===== config.mk =====
export PLATFORM = sky130hd
export DESIGN_NAME = imem_boot_loader_flat
export DESIGN_NICKNAME = d
export VERILOG_FILES = /design/src/rtl/imem_boot_loader_if.sv /design/src/rtl/imem_boot_loader.sv /design/src/flat_wrapper.sv
export SDC_FILE = /design/constraint.sdc
export NUM_CORES = 1
export LEC_CHECK = 0
export ABC_CLOCK_PERIOD_IN_PS = 2600
export BUFFER_PORTS_ARGS = -buffer_cell sky130_fd_sc_hd__buf_4
export CORE_UTILIZATION = 45
export DETAILED_ROUTE_END_ITERATION = 7
export GPL_ROUTABILITY_DRIVEN = 0
export PLACE_DENSITY = 0.66
export SLEW_MARGIN = 10
export SYNTH_ARGS = -nofsm -noshare
export SYNTH_HDL_FRONTEND = slang
export SYNTH_SLANG_ARGS = --single-unit

===== constraint.sdc =====
create_clock -name clk -period 2.6 [get_ports clk]
set_input_delay 0.13 -clock clk [delete_from_list [all_inputs] [get_ports clk]]
set_output_delay 0.13 -clock clk [all_outputs]
set_load 0.03 [all_outputs]

===== src/rtl/imem_boot_loader_if.sv =====
// imem_boot_loader_if: host byte stream into the boot loader, valid/ready handshake
interface imem_boot_loader_if;
    logic [7:0] in_data;
    logic       in_valid;
    logic       in_ready;
    modport master (output in_data, in_valid, input in_ready);
    modport slave  (input in_data, in_valid, output in_ready);
endinterface


===== src/rtl/imem_boot_loader.sv =====
// imem_boot_loader: loads a framed big-endian image into instruction memory, verifies XOR checksum, then releases the core
module imem_boot_loader #(
    parameter int ADDR_W = 10,
    parameter int DEPTH  = 1024
) (
    input  logic                clk,
    input  logic                rst_n,
    input  logic                start,
    imem_boot_loader_if.slave   bus,
    input  logic [31:0]         fetch_addr,
    output logic [ADDR_W-1:0]   imem_addr,
    output logic                imem_we,
    output logic [31:0]         imem_wdata,
    output logic                core_stall,
    output logic                done,
    output logic                err
);
    typedef enum logic [2:0] {IDLE, HDR_HI, HDR_LO, DATA, CHECK, RUN, ERR} state_t;
    state_t state, nxt;
    logic [7:0] cnt_hi, chk;
    logic [15:0] nwords;
    logic [16:0] wcnt, hdr_n;
    logic [1:0] bcnt;
    logic [23:0] word;
    logic [ADDR_W-1:0] load_addr;
    logic acc, idle_like, last_word, unused;
    assign acc       = bus.in_valid && bus.in_ready;
    assign idle_like = state inside {IDLE, RUN, ERR};
    assign hdr_n     = {1'b0, cnt_hi, bus.in_data};
    assign last_word = bcnt == 2'd3 && wcnt + 17'd1 == {1'b0, nwords};
    assign imem_addr = core_stall ? load_addr : fetch_addr[ADDR_W-1:0];
    assign unused    = ^fetch_addr;
    always_comb begin
        nxt = state;
        case (state)
            IDLE, RUN, ERR: nxt = start ? HDR_HI : state;
            HDR_HI:         nxt = acc ? HDR_LO : state;
            HDR_LO:         nxt = !acc ? state : (hdr_n == 17'd0 || hdr_n > 17'(DEPTH)) ? ERR : DATA;
            DATA:           nxt = acc && last_word ? CHECK : state;
            CHECK:          nxt = !acc ? state : bus.in_data == chk ? RUN : ERR;
            default:        nxt = IDLE;
        endcase
    end
    // Outputs are registered from the next state so they line up with the state register
    always_ff @(posedge clk or negedge rst_n) begin
        if (!rst_n) begin
            state        <= IDLE;
            bus.in_ready <= 1'b0;
            core_stall   <= 1'b1;
            done         <= 1'b0;
            err          <= 1'b0;
            imem_we      <= 1'b0;
            imem_wdata   <= '0;
            load_addr    <= '0;
            cnt_hi       <= '0;
            nwords       <= '0;
            wcnt         <= '0;
            bcnt         <= '0;
            chk          <= '0;
            word         <= '0;
        end else begin
            state        <= nxt;
            bus.in_ready <= nxt inside {HDR_HI, HDR_LO, DATA, CHECK};
            core_stall   <= nxt != RUN;
            done         <= nxt == RUN;
            err          <= nxt == ERR;
            imem_we      <= 1'b0;
            if (imem_we) load_addr <= load_addr + 1'b1;
            if (start && idle_like) begin
                wcnt      <= '0;
                bcnt      <= '0;
                chk       <= '0;
                load_addr <= '0;
            end
            if (acc) begin
                case (state)
                    HDR_HI: cnt_hi <= bus.in_data;
                    HDR_LO: nwords <= {cnt_hi, bus.in_data};
                    DATA: begin
                        word <= {word[15:0], bus.in_data};
                        chk  <= chk ^ bus.in_data;
                        bcnt <= bcnt + 2'd1;
                        if (bcnt == 2'd3) begin
                            imem_we    <= 1'b1;
                            imem_wdata <= {word, bus.in_data};
                            wcnt       <= wcnt + 17'd1;
                        end
                    end
                    default: ;
                endcase
            end
        end
    end
endmodule


===== src/flat_wrapper.sv =====
// flat-port wrapper written by rule: the top's interface ports become plain ports
module imem_boot_loader_flat 
#(
    parameter int ADDR_W = 10,
    parameter int DEPTH  = 1024
)
  (clk, rst_n, start, fetch_addr, imem_addr, imem_we, imem_wdata, core_stall, done, err, bus_in_data, bus_in_valid, bus_in_ready);
  imem_boot_loader_if bus_i ();
  input  logic clk;
  input  logic rst_n;
  input  logic start;
  input  logic [31:0] fetch_addr;
  output logic [ADDR_W-1:0] imem_addr;
  output logic imem_we;
  output logic [31:0] imem_wdata;
  output logic core_stall;
  output logic done;
  output logic err;
  input wire logic [$bits(bus_i.in_data)-1:0] bus_in_data;
  input wire logic [$bits(bus_i.in_valid)-1:0] bus_in_valid;
  output wire logic [$bits(bus_i.in_ready)-1:0] bus_in_ready;
  assign bus_i.in_data = bus_in_data;
  assign bus_i.in_valid = bus_in_valid;
  assign bus_in_ready = bus_i.in_ready;
  imem_boot_loader #(.ADDR_W(ADDR_W), .DEPTH(DEPTH)) u_core (.clk(clk), .rst_n(rst_n), .start(start), .bus(bus_i), .fetch_addr(fetch_addr), .imem_addr(imem_addr), .imem_we(imem_we), .imem_wdata(imem_wdata), .core_stall(core_stall), .done(done), .err(err));
endmodule

==> impl_summary.log <==
[metrics] layout cells sized above 1: 0.249
[metrics] post-synth top area cell: dfrtp_1
[metrics] Post-Synthesis Mean Instance Area: 9.92 um2
[metrics] XOR/XNOR Fraction of Synth Area: 0.0664
[metrics] number of top-level design ports: 91
[metrics] number of global-route vias before repair: 4230
[metrics] share of synthesized area spent on multiplexers: 0.0893
[metrics] crit path time final: 2.41 ns
[metrics] Max transition margin: 0.341
[metrics] clk_skew: 0.00747 ns
[metrics] area used by multi-input combinational logic: 0.00263 mm2
[metrics] final net count: 713
[metrics] cell types occupying the most area after synthesis: dfrtp_1 53%, nand2_1 11%, mux2_2 8.4%, xnor2_1 4.0%, o21ai_0 3.7%
[metrics] hold_sp: bus_in_data[0]
[metrics] worst-path cell chain: ha_2 -> xnor3_1 -> nand4_1 -> or3_1 -> nor4_1 -> and4_1 -> a31o_4 -> a21boi_2
[metrics] power per cell area: 1120 mW/mm2
[metrics] Detail Route met3 WL: 693 um
[metrics] CP Data Required Time: 2.94 ns
[metrics] terminating pin of the worst hold path: u_core.word[0]$_DFFE_PN0P_
[metrics] library cell used as clock root buffer: clkbuf_16
[metrics] Max Buffers Root-to-Sink: 2
[metrics] starting DRC count in detailed routing: 268
[metrics] number of H-tree levels: 4
[metrics] delay contributed by the slowest stage of the critical path: 0.44 ns
[metrics] maximum operating frequency: 414 MHz
[metrics] r2r endpoint: u_core.err$_DFF_PN0_
[metrics] clock transition time at the flip-flop clock pins of the worst setup and hold paths: 0.05 ns
[metrics] number of buffers created by CTS: 17
[metrics] Final Max Tran Viols: 0
[metrics] flip-flop and latch count after synthesis: 125
[metrics] run status: complete, no violations
[metrics] Die H: 116 um
[metrics] worst-path cell with the longest stage delay: dfrtp_1
[metrics] routed metal-1 wirelength: 5.91 mm
[metrics] n_diodes: 0
[metrics] vias per std cell: 5.24
[metrics] effective utilization at floorplan: 0.464
[metrics] leakage power of the design: 3.50 nW
[metrics] biggest fanout along the worst timing path: 6
[metrics] Worst Reg2Reg Path Length in Cells: 8
[metrics] Worst-Skew Late Latency: 0.41 ns
[metrics] number of cells in the finished layout apart from fillers: 851
[metrics] sequential cell area fraction in the yosys report: 0.532
[metrics] CTS tree: built
[metrics] Num Clock Sinks: 125
[metrics] DRC viols: 0
[metrics] yosys warns: 0
[metrics] worst hold path stage count: 3
[metrics] arrival time worst endpoint: 2.75 ns
[metrics] first-pass GRT wire length: 21.2 mm
[metrics] pre-CTS WS: 0.148 ns
[metrics] Setup crit end kind: flop
[metrics] cells after synthesis: 593
[metrics] Die Footprint: 0.0135 mm2
[metrics] Buf+Inv Stages, Crit Path: 0
[metrics] post-route clock period utilization: 0.928
[metrics] most used flip-flop cell after synthesis: dfrtp_1
[metrics] pin count of the biggest net entering global routing: 53
[metrics] overall via count from detail_route: 4458
[metrics] Post-Synth Adder-Cell Area: 0.00638
[metrics] average wire per standard cell: 15.2 um
[metrics] drt total wl: 12.9 mm
[metrics] share of synthesized registers carrying an async set or reset: 1.00
[metrics] area used by sequential logic in the layout: 0.00313 mm2
[metrics] count of cell types in the netlist: 46
[metrics] Chip Width: 116 um
[metrics] Post-synth EDFFs: 0
[metrics] Final Hold Violating Endpoints: 0
[metrics] top-area cell type share of the netlist area: 0.527
[metrics] area fraction in compound gates after synthesis: 0.0678
[metrics] uppermost layer routed: met4
[metrics] slack of the worst reg-to-reg path: 0.19 ns
[metrics] remaining global-route overflow: 0
[metrics] final worst-path setup slack: 0.186 ns
[metrics] fill cell count: 1106
[metrics] post-synth design cell area: 0.00588 mm2
[metrics] placed wire-length estimate: 8.72 mm
[metrics] simple-gate share of the synthesized area: 0.216
[metrics] largest delay contributor family on the critical path: simple AND/OR/NAND/NOR gates
[metrics] instance count after placement with tap cells included: 818
[metrics] Worst Hold Class: in -> reg
[metrics] RSZ-0062 raised after global routing: no
[metrics] critical setup path kind: reg -> reg
[metrics] length of routed met2 wiring: 6.15 mm
[metrics] P&R area growth vs syn: 23.3%
[metrics] first-pass detailed-route iteration total: 4
[metrics] number of nets with antenna violations after routing: 0
[metrics] RR Startpoint: u_core.wcnt[0]$_DFF_PN0_
[metrics] top cells by instance count after synthesis: 175 x nand2_1, 124 x dfrtp_1, 44 x mux2_2, 44 x o21ai_0, 38 x nor2_1
[metrics] dominant combinational cell family by area after synthesis: simple AND/OR/NAND/NOR gates
[metrics] global router's overall resource usage: 0.208
[metrics] FP Rows: 41
[metrics] total of buffers placed on input and output ports: 68
[metrics] Slew @ Worst Pin: 0.985 ns
[metrics] total setup violations reported at the end of the flow: 0
[metrics] Net Count, Synth: 640
[metrics] most frequently used cell type in the post-synthesis netlist: nand2_1
[metrics] CP startpoint kind: flop
[metrics] number of max-cap violations: 0
[metrics] # Post-CTS Setup Buffers: 0
[metrics] Sum Neg Setup Slack: 0 ns
[metrics] core area: 0.0127 mm2
[metrics] worst ir drop on vdd: 0.666 mV
[metrics] antenna violations before repair: 0
==> through the flow <==
stage	utilization	total power [W]	hold WS, ns	cell area [um2]
floorplan	-	0.00470	-0.166	5880
global placement	0.520	0.00549	0.200	6600
finish	0.572	0.00809	0.0193	7250
CTS	0.572	0.00816	0.000881	7250
detailed placement	0.520	0.00558	0.212	6600
global route	0.572	0.00851	0.0247	7250
==> flip-flops by register name, indices dropped and copies added, names as in the netlist <==
| name | count |
|---|---|
| u_core.nwords | 16 |
| u_core.imem_we | 1 |
| u_core.err | 1 |
| u_core.cnt_hi | 8 |
| u_core.word | 24 |
| u_core.done | 1 |
| u_core.chk | 8 |
| u_core.wcnt | 17 |
| u_core.state | 3 |
| u_core.load_addr | 10 |
| u_core.imem_wdata | 32 |
| u_core.core_stall | 1 |
| u_core.bus.in_ready | 1 |
| u_core.bcnt | 2 |
==> logic make-up (layout without fill, tap and decap cells) <==
logic type | count (synthesis) | in the layout
adders and majority gates | 3 | 3
muxes | 47 | 47
DFF | 125 | 125
buffers and inverters | 32 | 118
AOI/OAI and AO/OA | 67 | 67
and+or+nand+nor | 276 | 276
xor gates and xnor gates | 43 | 43
==> layout make-up <==
type                            instances  area share
Clock buffer                           23      0.0673
Clock inverter                          9      0.0214
Inverter                                6     0.00311
Multi-Input combinational cell        436       0.362
Sequential cell                       125       0.431
Tap cell                              172      0.0297
Timing Repair Buffer                   80      0.0849
==> how the worst max path moves through the flow <==
stage	cells past startpoint	startpoint	to	slack [ns]
5_1_grt	8	u_core.wcnt[0]$_DFF_PN0_	u_core.err$_DFF_PN0_	0.03
6_report	8	u_core.wcnt[0]$_DFF_PN0_	u_core.err$_DFF_PN0_	0.19
3_5_place_dp	8	u_core.wcnt[0]$_DFF_PN0_	u_core.err$_DFF_PN0_	0.15
3_3_place_gp	8	u_core.wcnt[0]$_DFF_PN0_	u_core.err$_DFF_PN0_	0.17
2_1_floorplan	8	u_core.wcnt[0]$_DFF_PN0_	u_core.err$_DFF_PN0_	0.39
4_1_cts	8	u_core.wcnt[0]$_DFF_PN0_	u_core.err$_DFF_PN0_	0.13
==> where the power goes <==
group | internal [W] | leakage (nW) | total, W | switching (W)
registers | 0.00260 | 1.63 | 0.00314 | 0.000536
logic | 0.00105 | 1.55 | 0.00241 | 0.00136
clock network | 0.00171 | 0.314 | 0.00255 | 0.000838
==> worst min-delay path: cells and delay by family <==
kind / cells / cell delay, ns
simple gates: 2 / 0.14
buf+inv: 1 / 0.13
==> layer usage <==
metal,GRT usage,vias up
met4,0.0863,0
met2,0.317,131
li1,-,2152
met5,0,-
met1,0.287,2161
met3,0.0467,14
==> timing repair <==
action / in CTS / in global routing
setup endpoints to repair: 0 / 4
hold endpoints to repair: 49 / 0
hold buffers: 1 / 0
resized for setup: 0 / 2
==> cells in the final DEF (no fill, tap or decap), drive strengths merged, types with 4 or more instances in the layout <==
master,n
and3,4
nor4,10
clkbuf,23
nand2,175
a31o,4
buf,79
o31ai,6
nand4,14
a21oi,4
inv,8
nor2,39
dfrtp,124
bufinv,4
nor3,4
and2,7
xor2,15
o21ai,45
mux2,44
xnor2,27
nand3,9
Note: power is estimated with default switching activity, not from simulation.
